[config.mk]
export PLATFORM = sky130hd
export DESIGN_NAME = hilo_div_unit_flat
export DESIGN_NICKNAME = d
export VERILOG_FILES = /design/src/rtl/hilo_div_if.sv /design/src/rtl/hilo_div_unit.sv /design/src/flat_wrapper.sv
export SDC_FILE = /design/constraint.sdc
export NUM_CORES = 1
export LEC_CHECK = 0
export ABC_AREA = 1
export BUFFER_PORTS_ARGS = -buffer_cell sky130_fd_sc_hd__buf_4
export CELL_PAD_IN_SITES_DETAIL_PLACEMENT = 1
export CELL_PAD_IN_SITES_GLOBAL_PLACEMENT = 2
export CORE_MARGIN = 2
export CORE_UTILIZATION = 27
export CTS_CLUSTER_DIAMETER = 80
export CTS_CLUSTER_SIZE = 10
export DETAILED_ROUTE_END_ITERATION = 16
export PLACE_DENSITY = 0.85
export SKIP_CTS_REPAIR_TIMING = 1
export SYNTH_ARGS = -nofsm -noshare
export SYNTH_HDL_FRONTEND = slang
export SYNTH_SLANG_ARGS = --single-unit
export TNS_END_PERCENT = 50
[constraint.sdc]
create_clock -name clk -period 2.35 [get_ports clk]
set_input_delay 0.47 -clock clk [delete_from_list [all_inputs] [get_ports clk]]
set_output_delay 0.47 -clock clk [all_outputs]
set_load 0.02 [all_outputs]
[src/rtl/hilo_div_if.sv]
// HI/LO unit bus: ALU write results, divide launch/control, and HI/LO read-back with stall status.
interface hilo_div_if #(
  parameter int unsigned WIDTH = 32
);
  logic             hi_we;
  logic             lo_we;
  logic [WIDTH-1:0] hi_wdata;
  logic [WIDTH-1:0] lo_wdata;
  logic             div_start;
  logic             div_signed;
  logic [WIDTH-1:0] div_a;
  logic [WIDTH-1:0] div_b;
  logic             flush;
  logic             div_stall;
  logic             div_done;
  logic [WIDTH-1:0] hi_rdata;
  logic [WIDTH-1:0] lo_rdata;

  modport master (
    output hi_we, lo_we, hi_wdata, lo_wdata, div_start, div_signed, div_a, div_b, flush,
    input  div_stall, div_done, hi_rdata, lo_rdata
  );

  modport slave (
    input  hi_we, lo_we, hi_wdata, lo_wdata, div_start, div_signed, div_a, div_b, flush,
    output div_stall, div_done, hi_rdata, lo_rdata
  );
endinterface

[src/rtl/hilo_div_unit.sv]
// HI/LO register pair with ALU write/read bypass and a multi-cycle radix-2 restoring divider
// that stalls the pipeline and writes HI (remainder) / LO (quotient) on completion.
module hilo_div_unit #(
  parameter int unsigned WIDTH = 32
) (
  input logic       clk,
  input logic       rst,
  hilo_div_if.slave bus
);
  localparam int unsigned CntW = $clog2(WIDTH);

  typedef enum logic [1:0] {StIdle, StBusy, StDone} state_e;

  state_e           state_q, state_d;
  logic [WIDTH-1:0] hi_q, hi_d, lo_q, lo_d;
  logic [WIDTH-1:0] rem_q, rem_d, quo_q, quo_d, dvs_q, dvs_d;
  logic             q_neg_q, q_neg_d, r_neg_q, r_neg_d;
  logic [CntW-1:0]  cnt_q, cnt_d;

  logic [WIDTH:0]   rem_sh, rem_diff;
  logic [WIDTH-1:0] a_abs, b_abs, res_hi, res_lo;
  logic             launch, wb;

  assign launch = (state_q == StIdle) && bus.div_start && !bus.flush;
  assign wb     = (state_q == StDone) && !bus.flush;

  assign a_abs  = (bus.div_signed && bus.div_a[WIDTH-1]) ? -bus.div_a : bus.div_a;
  assign b_abs  = (bus.div_signed && bus.div_b[WIDTH-1]) ? -bus.div_b : bus.div_b;

  // Remainder gets one extra bit so divisors above 2^(WIDTH-1) compare correctly after shift.
  assign rem_sh   = {rem_q, quo_q[WIDTH-1]};
  assign rem_diff = rem_sh - {1'b0, dvs_q};

  assign res_lo = q_neg_q ? -quo_q : quo_q;
  assign res_hi = r_neg_q ? -rem_q : rem_q;

  assign bus.div_stall = launch || (state_q == StBusy);
  assign bus.div_done  = wb && !rst;
  assign bus.hi_rdata  = wb ? res_hi : (bus.hi_we ? bus.hi_wdata : hi_q);
  assign bus.lo_rdata  = wb ? res_lo : (bus.lo_we ? bus.lo_wdata : lo_q);

  always_comb begin
    state_d = state_q;
    rem_d   = rem_q;
    quo_d   = quo_q;
    dvs_d   = dvs_q;
    q_neg_d = q_neg_q;
    r_neg_d = r_neg_q;
    cnt_d   = cnt_q;
    hi_d    = hi_q;
    lo_d    = lo_q;

    case (state_q)
      StIdle: begin
        if (launch) begin
          if (bus.div_b == '0) begin
            // Divide by zero: canned result, flags cleared so no sign fix-up is applied.
            rem_d   = bus.div_a;
            quo_d   = '1;
            q_neg_d = 1'b0;
            r_neg_d = 1'b0;
            state_d = StDone;
          end else begin
            rem_d   = '0;
            quo_d   = a_abs;
            dvs_d   = b_abs;
            q_neg_d = bus.div_signed && (bus.div_a[WIDTH-1] ^ bus.div_b[WIDTH-1]);
            r_neg_d = bus.div_signed && bus.div_a[WIDTH-1];
            cnt_d   = CntW'(WIDTH - 1);
            state_d = StBusy;
          end
        end
      end
      StBusy: begin
        if (!rem_diff[WIDTH]) begin
          rem_d = rem_diff[WIDTH-1:0];
          quo_d = {quo_q[WIDTH-2:0], 1'b1};
        end else begin
          rem_d = rem_sh[WIDTH-1:0];
          quo_d = {quo_q[WIDTH-2:0], 1'b0};
        end
        if (cnt_q == '0) begin
          state_d = StDone;
        end else begin
          cnt_d = cnt_q - 1'b1;
        end
        if (bus.flush) state_d = StIdle;
      end
      StDone:  state_d = StIdle;
      default: state_d = StIdle;
    endcase

    // Divider writeback has priority over a same-cycle ALU write.
    if (wb) begin
      hi_d = res_hi;
      lo_d = res_lo;
    end else begin
      if (bus.hi_we) hi_d = bus.hi_wdata;
      if (bus.lo_we) lo_d = bus.lo_wdata;
    end
  end

  always_ff @(posedge clk) begin
    if (rst) begin
      state_q <= StIdle;
      hi_q    <= '0;
      lo_q    <= '0;
      rem_q   <= '0;
      quo_q   <= '0;
      dvs_q   <= '0;
      q_neg_q <= 1'b0;
      r_neg_q <= 1'b0;
      cnt_q   <= '0;
    end else begin
      state_q <= state_d;
      hi_q    <= hi_d;
      lo_q    <= lo_d;
      rem_q   <= rem_d;
      quo_q   <= quo_d;
      dvs_q   <= dvs_d;
      q_neg_q <= q_neg_d;
      r_neg_q <= r_neg_d;
      cnt_q   <= cnt_d;
    end
  end
endmodule

[src/flat_wrapper.sv]
// flat-port wrapper written by rule: the top's interface ports become plain ports
module hilo_div_unit_flat 
#(
  parameter int unsigned WIDTH = 32
)
  (clk, rst, bus_hi_we, bus_lo_we, bus_hi_wdata, bus_lo_wdata, bus_div_start, bus_div_signed, bus_div_a, bus_div_b, bus_flush, bus_div_stall, bus_div_done, bus_hi_rdata, bus_lo_rdata);
  hilo_div_if #(.WIDTH(WIDTH)) bus_i ();
  input logic clk;
  input logic rst;
  input wire logic [$bits(bus_i.hi_we)-1:0] bus_hi_we;
  input wire logic [$bits(bus_i.lo_we)-1:0] bus_lo_we;
  input wire logic [$bits(bus_i.hi_wdata)-1:0] bus_hi_wdata;
  input wire logic [$bits(bus_i.lo_wdata)-1:0] bus_lo_wdata;
  input wire logic [$bits(bus_i.div_start)-1:0] bus_div_start;
  input wire logic [$bits(bus_i.div_signed)-1:0] bus_div_signed;
  input wire logic [$bits(bus_i.div_a)-1:0] bus_div_a;
  input wire logic [$bits(bus_i.div_b)-1:0] bus_div_b;
  input wire logic [$bits(bus_i.flush)-1:0] bus_flush;
  output wire logic [$bits(bus_i.div_stall)-1:0] bus_div_stall;
  output wire logic [$bits(bus_i.div_done)-1:0] bus_div_done;
  output wire logic [$bits(bus_i.hi_rdata)-1:0] bus_hi_rdata;
  output wire logic [$bits(bus_i.lo_rdata)-1:0] bus_lo_rdata;
  assign bus_i.hi_we = bus_hi_we;
  assign bus_i.lo_we = bus_lo_we;
  assign bus_i.hi_wdata = bus_hi_wdata;
  assign bus_i.lo_wdata = bus_lo_wdata;
  assign bus_i.div_start = bus_div_start;
  assign bus_i.div_signed = bus_div_signed;
  assign bus_i.div_a = bus_div_a;
  assign bus_i.div_b = bus_div_b;
  assign bus_i.flush = bus_flush;
  assign bus_div_stall = bus_i.div_stall;
  assign bus_div_done = bus_i.div_done;
  assign bus_hi_rdata = bus_i.hi_rdata;
  assign bus_lo_rdata = bus_i.lo_rdata;
  hilo_div_unit #(.WIDTH(WIDTH)) u_core (.clk(clk), .rst(rst), .bus(bus_i));
endmodule
# Yosys cells after proc, flatten, opt, wreduce, memory -nomap -nowiden
# Index checks and enable logic that the tools add are counted.
dict set report totals {
  register_bits 169
  input_bits 135
  wordCells 69
}
dict set report classes {
  n_addsub 6
  n_eq_ne 6
  muxes 27
  n_bitwise 2
  n_reduce_logical 19
}
# operator n
set ops {}
lappend ops {{$mux W32} 13}
lappend ops {{$neg A32 Y32} 4}
lappend ops {{$pmux W32 S2} 2}
lappend ops {{$sub A33 B32 Y33} 1}
lappend ops {{$logic_not A32 Y1} 1}
lappend ops {{$mux W5} 3}
lappend ops {{$pmux W5 S2} 1}
lappend ops {{$mux W2} 4}
lappend ops {{$logic_and A1 B1 Y1} 7}
lappend ops {{$reduce_and A2 Y1} 3}
lappend ops {{$logic_not A5 Y1} 1}
lappend ops {{$sub A5 B1 Y5 const B} 1}
lappend ops {{$ne A2 B2 Y1 const B} 2}
lappend ops {{$pmux W2 S2} 1}
lappend ops {{$reduce_and A4 Y1} 1}
lappend ops {{$mux W1} 3}
lappend ops {{$ne A3 B3 Y1 const B} 1}
lappend ops {{$reduce_and A3 Y1} 1}
lappend ops {{$eq A2 B1 Y1 const B} 1}
lappend ops {{$eq A2 B2 Y1 const B} 1}
lappend ops {{$logic_not A1 Y1} 2}
lappend ops {{$logic_not A2 Y1} 1}
lappend ops {{$ne A2 B1 Y1 const B} 1}
lappend ops {{$reduce_bool A2 Y1} 1}
lappend ops {{3 further kinds} 3}

# Logic depth before layout (Yosys ltp)
# Gate-level depths: netlist of run 1.
dict set report logic_depth {
  ltp_word 5
  ltp_mapped 19
  ltp_nobuf 18
}

# Worst setup path after synthesis of run 1
# OpenSTA, ideal clock, no wires.
dict set report synth_path {
  kind {reg-to-output}
  startpoint {register u_core.rem_q[0]}
  endpoint {output port bus_hi_rdata[30]}
  arrival_time_ns 1.794
  required_ns 1.880
  slack_ns 0.086
  stages_incl_launch_ff 13
  path_cell_list {dfxtp_1 > inv_1 > ha_1 > nand3_2 > nor2_2 > nand3_1 > nand2_1 > nand2_1 > nor2_2 > o21ai_1 > or2_0 > nand2_1 > nand2_1}
}
dict set report synth_between {
  elab_chain_len 3
}
# item line_no
set synth_lines {}
lappend synth_lines {{start, declared} hilo_div_unit.sv:16} ;# logic [WIDTH-1:0] rem_q, rem_d, quo_q, quo_d, dvs_q, dvs_d;
lappend synth_lines {{start signal, assigned} hilo_div_unit.sv:118} ;# rem_q <= rem_d;
lappend synth_lines {{$neg A32 Y32} hilo_div_unit.sv:35} ;# assign res_hi = r_neg_q ? -rem_q : rem_q;
lappend synth_lines {{$mux W32} hilo_div_unit.sv:35}
lappend synth_lines {{$mux W32} --}
lappend synth_lines {{end, declared} flat_wrapper.sv:21} ;# output wire logic [$bits(bus_i.hi_rdata)-1:0] bus_hi_rdata;
# No other way between the ends.

# Final worst setup path of run 1
dict set report layout_path {
  startpoint {register u_core.rem_q[1]}
  endpoint {output port bus_hi_rdata[30]}
}
# Same word-level chain as after synthesis.

==> impl_metrics.env, run 1 <==
export IMPL_clock_fmax_ghz=0.3547
export IMPL_finish_utilization=0.3791
export IMPL_initial_cell_density_of_the_core=0.2718
export IMPL_crit_slowest_cell="dfxtp_2"
export IMPL_clk_path_buf_depth=2
export IMPL_grt_antenna_before_repair=9
export IMPL_route_final_wire_length_um=66830
export IMPL_synth_seq_area_share=0.2383
export IMPL_yosys_area_top_type="dfxtp_1"
export IMPL_startpoint="u_core.rem_q[1]$_SDFFE_PP0P_"
export IMPL_netlist_instances=2493
export IMPL_status="finished, violations left"
export IMPL_cp_cell_sequence="inv_4 > ha_4 > nand3_4 > nor2_4 > nand3_4 > nand2_4 > nand2_4 > nor2_4 > o21ai_2 > or2_0 > nand2_1 > nand2_1 > buf_6"
export IMPL_clock_latency_on_the_worst_skew_pair_ns=0.50
export IMPL_drt_initial_drc_count=988
export IMPL_cts_made_buffers=17
export IMPL_worst_r2r_path_depth=14
export IMPL_design_core_area_sq_um=52240
export IMPL_cts_tree="done"
export IMPL_power_per_cell_area_nw_per_um2=610.5
export IMPL_drive_above_1_share=0.2664
export IMPL_die_x_um=233.3
export IMPL_detail_route_antenna_nets=0
export IMPL_area_added_between_synthesis_and_finish_pct=39.48
export IMPL_number_of_synthesis_warnings=0
export IMPL_drt_wirelength_per_cell_um=18.86
export IMPL_routed_via_density=4.943
export IMPL_grt_pass1_wl_um=97670
export IMPL_vias_in_the_first_global_route=17240
export IMPL_hold_violations=0
export IMPL_top_level_port_count=201
export IMPL_cts_num_sinks=169
export IMPL_timing_critical_path_to_type="primary output"
export IMPL_largest_net_degree_at_the_start_of_global_routing=76
export IMPL_postLayoutSetupSlackWorst_ns=-0.4690
export IMPL_report_final_slew_viol_count=0
export IMPL_worstReg2RegStart="u_core.rem_q[15]$_SDFFE_PP0P_"
export IMPL_hpwl_um=52960
export IMPL_cap_violations=0
export IMPL_std_cell_rows=84
export IMPL_power_static_leakage_nw=9.971
export IMPL_synth_edff_count=0
export IMPL_h_tree_depth=4
export IMPL_final_cell_mix="nand2_1 (814), buf_4 (357), inv_1 (322), a21oi_1 (210), nand3_1 (144)"
export IMPL_crit_end="bus_hi_rdata[30]"
export IMPL_cp_slowest_stage_delay_ns=0.34
export IMPL_place_detailed_instances=3467
export IMPL_floorplan_die_area_sq_um=54430
export IMPL_min_period_over_period=1.200
export IMPL_unrepaired_setup_endpoints_after_global_routing="true"
export IMPL_fill_cells=6789
export IMPL_globalRoute_totalOverflow=0
export IMPL_cp_arrival_ns=2.35
export IMPL_grtUsageTotal=0.2347
export IMPL_fin_cells=3544
export IMPL_violated_checks="setup timing"
export IMPL_worst_ir_drop_vdd_uv=592.1
export IMPL_synthTopCellsByArea="dfxtp_1 (24%), nand2_1 (23%), inv_1 (9.2%)"
export IMPL_clk_root_buffer_cell="clkbuf_16"
export IMPL_gp_routability_congestion=0.9124
export IMPL_finalSetupViolations=82
export IMPL_path_class="reg2out"
export IMPL_critPathRequiredTime_ns=1.88
export IMPL_crit_path_max_fanout=3
export IMPL_layout_cells_most_common="nand2_1"
export IMPL_io_buf_count=200
export IMPL_slew_headroom=0.5552
export IMPL_syn_area_per_cell_sq_um=5.695
export IMPL_finalNetCount=3015
export IMPL_post_route_min_period_ns=2.819
export IMPL_clkTransAtPathRegs_ns=0.07
export IMPL_worst_r2r_setup_slack_ns=-0.11
export IMPL_timing_hold_ws_ns=0.2627
export IMPL_pre_cts_slack_ns=-0.1778
export IMPL_die_h_um=233.3
export IMPL_post_synth_top_flop="dfxtp_1"
export IMPL_holdCritPathClass="in2reg"
export IMPL_detailroute_via_count=17520
export IMPL_endpoint_of_the_most_critical_register_to_register_path="u_core.rem_q[31]$_SDFFE_PP0P_"
export IMPL_fin_worst_skew_ns=0.01290
export IMPL_detailedRoute_firstPassIterationCount=5
export IMPL_synth_distinct_cells=54
export IMPL_synth_nets=2667
export IMPL_yosysTopAreaCellShare=0.2383
export IMPL_worstSetupStartpointType="flip-flop"
export IMPL_yosys_register_bits=169
export IMPL_netlist_area_sq_um=14200
export IMPL_ys_async_sr_fraction=0
export IMPL_worstMarginPinSlew_ns=0.6662
export IMPL_drc=0
-- worst min path at each step --
stage,startpoint,endpoint,slack (ns),cells past startpoint
5_1_grt,bus_div_b[29],u_core.dvs_q[29]$_SDFFE_PP0P_,0.27,3
3_3_place_gp,u_core.cnt_q[4]$_SDFFE_PP0P_,u_core.cnt_q[4]$_SDFFE_PP0P_,0.47,2
3_5_place_dp,u_core.cnt_q[3]$_SDFFE_PP0P_,u_core.cnt_q[3]$_SDFFE_PP0P_,0.49,2
4_1_cts,bus_div_b[24],u_core.dvs_q[24]$_SDFFE_PP0P_,0.23,3
6_report,bus_div_b[24],u_core.dvs_q[24]$_SDFFE_PP0P_,0.26,3
2_1_floorplan,u_core.dvs_q[14]$_SDFFE_PP0P_,u_core.dvs_q[14]$_SDFFE_PP0P_,0.44,2
-- cells in the mapped netlist, drive strengths merged (3+ instances only) --
cell and n:
nand3 176, inv 357, dfxtp 169, nor4 3, xor2 66, buf 29
o21ai 154, clkbuf 68, a21o 3, xnor2 11, a31oi 9, nand4 32
o211ai 13, nand3b 7, nor3 24, or2 15, o221ai 4, nand2 885
nor2 182, ha 38, and2 3, a21oi 225, o22ai 6
-- registers in the layout (all words and copies together), names as in the netlist --
name / flops
u_core.q_neg_q: 1
u_core.quo_q: 32
u_core.r_neg_q: 1
u_core.state_q: 2
u_core.hi_q: 32
u_core.cnt_q: 5
u_core.lo_q: 32
u_core.rem_q: 32
u_core.dvs_q: 32
-- kinds of logic (layout without fill, tap and decap cells) --
family / after synthesis / in the layout / synth area share
DFF: 169 / 169 / 0.2383
other: 0 / 3 / 0
adders and majority gates: 39 / 39 / 0.03490
xor gates and xnor gates: 77 / 77 / 0.04750
and+or+nand+nor: 1329 / 1329 / 0.3924
buffers and inverters: 456 / 816 / 0.1272
AOI/OAI and AO/OA: 423 / 423 / 0.1598
-- area by class of cell --
type | count | area (sq um) | area share
Inverter | 359 | 1366 | 0.06900
Multi-Input combinational cell | 1868 | 9917 | 0.5008
Tap cell | 688 | 860.8 | 0.04347
Sequential cell | 169 | 3467 | 0.1751
Antenna cell | 3 | 7.507 | 0.0003791
Clock inverter | 11 | 160.2 | 0.008087
Clock buffer | 20 | 456.7 | 0.02306
Timing Repair Buffer | 426 | 3567 | 0.1801
-- where the power goes --
part	internal [mW]	leakage [nW]	switching, mW
clock network	1.74	0.302	1.36
logic	2.17	8.26	3.51
registers	3.09	1.41	0.215
-- metrics by stage --
| step | power [mW] | cell area [sq um] | TNS, ns |
|---|---|---|---|
| 6_report | 12.09 | 19800 | -16.35 |
| 3_5_place_dp | 8.307 | 17600 | -3.751 |
| 3_3_place_gp | 8.186 | 17600 | -0.4253 |
| 2_1_floorplan | 6.258 | 14200 | 0 |
| 4_1_cts | 11.46 | 18210 | -30.11 |
| 5_1_grt | 12.84 | 19800 | -25.99 |
-- worst max-delay path, delay by kind of cell, from the launching register on --
family	cells	cell delay, ns
AO/OA/AOI/OAI	1	0.09
adder cells (fa/ha/maj)	1	0.16
flip-flops	1	0.34
AND/OR/NAND/NOR	9	1.05
buffers and inverters	2	0.22
-- metal layers --
| layer | global-route usage | wire length [um] | vias up |
|---|---|---|---|
| met5 | 0 | 71 | - |
| met4 | 0.08340 | 1945 | 12 |
| met2 | 0.3647 | 29970 | 436 |
| li1 | - | - | 8590 |
| met1 | 0.3161 | 30980 | 8386 |
| met3 | 0.05396 | 3868 | 95 |
Note: power is estimated with default switching activity, not from simulation.
==> inputs of run 2 (changes only) <==
CORE_ASPECT_RATIO = 1.5   (was unset)
==> run 2 against run 1 <==
  * The run still ends with setup timing left
  * Wire length increased by 9.6%
  * Utilization increased by 2.5 points
  * Clock power shrank 6.5%
  * Non-clock buffer count rose by 95
  * Critical path depth down 1
  * Worst hold slack better by 0.036 ns
  * Final area grew 5.9%
==> impl_metrics.env, run 2 (synthesis gave the netlist of run 1 again) <==
export IMPL_final_cell_mix="nand2_1 (803), buf_4 (424), inv_1 (312), a21oi_1 (203), nand3_1 (138)"
export IMPL_violated_checks="setup timing"
export IMPL_crit_end="bus_hi_rdata[30]"
export IMPL_grt_antenna_before_repair=0
export IMPL_power_static_leakage_nw=10.52
export IMPL_cap_violations=0
export IMPL_swShare=0.4307
export IMPL_min_period_over_period=1.191
export IMPL_io_buf_count=200
export IMPL_floorplan_die_area_sq_um=54470
export IMPL_top_level_port_count=201
export IMPL_crit_slowest_cell="dfxtp_2"
export IMPL_drt_initial_drc_count=812
export IMPL_timing_critical_path_to_type="primary output"
export IMPL_detailedRoute_firstPassIterationCount=5
export IMPL_post_route_min_period_ns=2.799
export IMPL_std_cell_rows=102
export IMPL_fin_worst_skew_ns=0.02070
export IMPL_critical_path_top_cell_by_count="nand2_2"
export IMPL_grt_pass1_wl_um=104600
export IMPL_vias_in_the_first_global_route=18340
export IMPL_cp_arrival_ns=2.33
export IMPL_cp_slowest_stage_delay_ns=0.37
export IMPL_unrepaired_setup_endpoints_after_global_routing="true"
export IMPL_gp_routability_congestion=0.9761
export IMPL_critPathRequiredTime_ns=1.88
export IMPL_drt_wirelength_per_cell_um=20.19
export IMPL_routed_via_density=4.930
export IMPL_design_core_area_sq_um=51810
export IMPL_worstMarginPinSlew_ns=0.6438
export IMPL_hpwl_um=57870
export IMPL_startpoint="u_core.rem_q[12]$_SDFFE_PP0P_"
export IMPL_cts_made_buffers=17
export IMPL_report_final_slew_viol_count=0
export IMPL_clock_latency_on_the_worst_skew_pair_ns=0.47
export IMPL_antenna_cells_inserted=0
export IMPL_worst_r2r_path_depth=16
export IMPL_globalRoute_totalOverflow=0
export IMPL_clkTransAtPathRegs_ns=0.08
export IMPL_finalSetupViolations=65
export IMPL_die_x_um=191.2
export IMPL_worst_r2r_setup_slack_ns=-0.08
export IMPL_endpoint_of_the_most_critical_register_to_register_path="u_core.rem_q[19]$_SDFFE_PP0P_"
export IMPL_power_frac_clock=0.231
export IMPL_detail_route_antenna_nets=0
export IMPL_die_h_um=284.8
export IMPL_holdCritPathClass="in2reg"
export IMPL_postLayoutSetupSlackWorst_ns=-0.4489
export IMPL_clk_root_buffer_cell="clkbuf_16"
export IMPL_power_consumption_mw=12.58
export IMPL_h_tree_depth=4
export IMPL_crit_path_max_fanout=3
export IMPL_pwr_share_comb=0.508
export IMPL_cts_tree="done"
export IMPL_grtUsageTotal=0.2498
export IMPL_status="finished, violations left"
export IMPL_route_final_wire_length_um=73250
export IMPL_timing_hold_ws_ns=0.2985
export IMPL_layout_cells_most_common="nand2_1"
export IMPL_finalNetCount=3112
export IMPL_p_int_mw=7.161
export IMPL_worst_ir_drop_vdd_uv=489.2
export IMPL_switching_power_mw=5.417
export IMPL_largest_net_degree_at_the_start_of_global_routing=65
export IMPL_power_per_cell_area_nw_per_um2=600.0
export IMPL_drive_above_1_share=0.3104
export IMPL_worstReg2RegStart="u_core.dvs_q[14]$_SDFFE_PP0P_"
export IMPL_worstSetupStartpointType="flip-flop"
export IMPL_sequentialPowerShare=0.261
export IMPL_hold_violations=0
export IMPL_drc=0
export IMPL_cp_cell_sequence="nor2_2 > inv_1 > nor2_1 > nand3_2 > nand2_2 > nand2_2 > nor2_4 > o21ai_2 > or2_0 > nand2_1 > nand2_2 > buf_6"
export IMPL_path_class="reg2out"
export IMPL_initial_cell_density_of_the_core=0.2740
export IMPL_detailroute_via_count=17880
export IMPL_slew_headroom=0.5702
export IMPL_area_added_between_synthesis_and_finish_pct=47.66
export IMPL_clk_path_buf_depth=2
export IMPL_cts_num_sinks=169
export IMPL_clock_fmax_ghz=0.3573
-- run 2: worst min path at each step --
| stage | slack (ns) | cells past startpoint | startpoint | to |
|---|---|---|---|---|
| final | 0.30 | 3 | bus_div_b[21] | u_core.dvs_q[21]$_SDFFE_PP0P_ |
| after global routing | 0.30 | 3 | bus_div_b[29] | u_core.dvs_q[29]$_SDFFE_PP0P_ |
| after CTS | 0.28 | 3 | bus_div_b[29] | u_core.dvs_q[29]$_SDFFE_PP0P_ |
| after detailed placement | 0.48 | 2 | u_core.cnt_q[4]$_SDFFE_PP0P_ | u_core.cnt_q[4]$_SDFFE_PP0P_ |
| after global placement | 0.47 | 2 | u_core.cnt_q[4]$_SDFFE_PP0P_ | u_core.cnt_q[4]$_SDFFE_PP0P_ |
| after floorplan | 0.44 | 2 | u_core.dvs_q[14]$_SDFFE_PP0P_ | u_core.dvs_q[14]$_SDFFE_PP0P_ |
-- run 2: routing by layer --
layer,vias to the layer above,global-route usage,part of all wire
met5,-,0,0
met4,0,0.1454,0.067
met3,161,0.02695,0.032
met2,380,0.4723,0.53
met1,8567,0.2625,0.37
li1,8773,-,-
-- run 2: power by group through the flow --
stage / Sequential (mW) / Combinational, mW / Clock [mW]
after floorplan: 3.26 / 3.00 / 0
after global placement: 3.31 / 5.35 / 0
after detailed placement: 3.32 / 5.46 / 0
after CTS: 3.25 / 5.48 / 2.97
after global routing: 3.30 / 6.94 / 3.06
final: 3.29 / 6.39 / 2.90
-- run 2: area by class of cell --
| class | instances | area (sq um) |
|---|---|---|
| clock inverter | 13 | 135.1 |
| clock buffer | 19 | 442.9 |
| fill | 6802 | 30850 |
| timing repair buffer | 521 | 4476 |
| multi-input combinational | 1870 | 10210 |
| tap | 676 | 845.8 |
| sequential | 169 | 3475 |
| inverter | 359 | 1381 |
-- run 2: per-stage QoR --
| step | utilization | area [sq um] | setup WS (ns) | TNS [ns] | instances |
|---|---|---|---|---|---|
| finish | 0.4046 | 20960 | -0.4489 | -14.29 | 3627 |
| global route | 0.4046 | 20960 | -0.6198 | -23.62 | 3627 |
| CTS | 0.3636 | 18840 | -0.7092 | -28.21 | 3571 |
| detailed placement | 0.3525 | 18260 | -0.2120 | -4.657 | 3539 |
| global placement | 0.3525 | 18260 | -0.1539 | -1.972 | 3539 |
| floorplan | - | 14200 | 0.08629 | 0 | 2493 |
-- run 2: worst max-delay path, delay by kind of cell (launching register included) --
family	cells	cell delay [ns]
simple gates	9	1.21
flops	1	0.37
buf+inv	2	0.23
compound gates	1	0.07
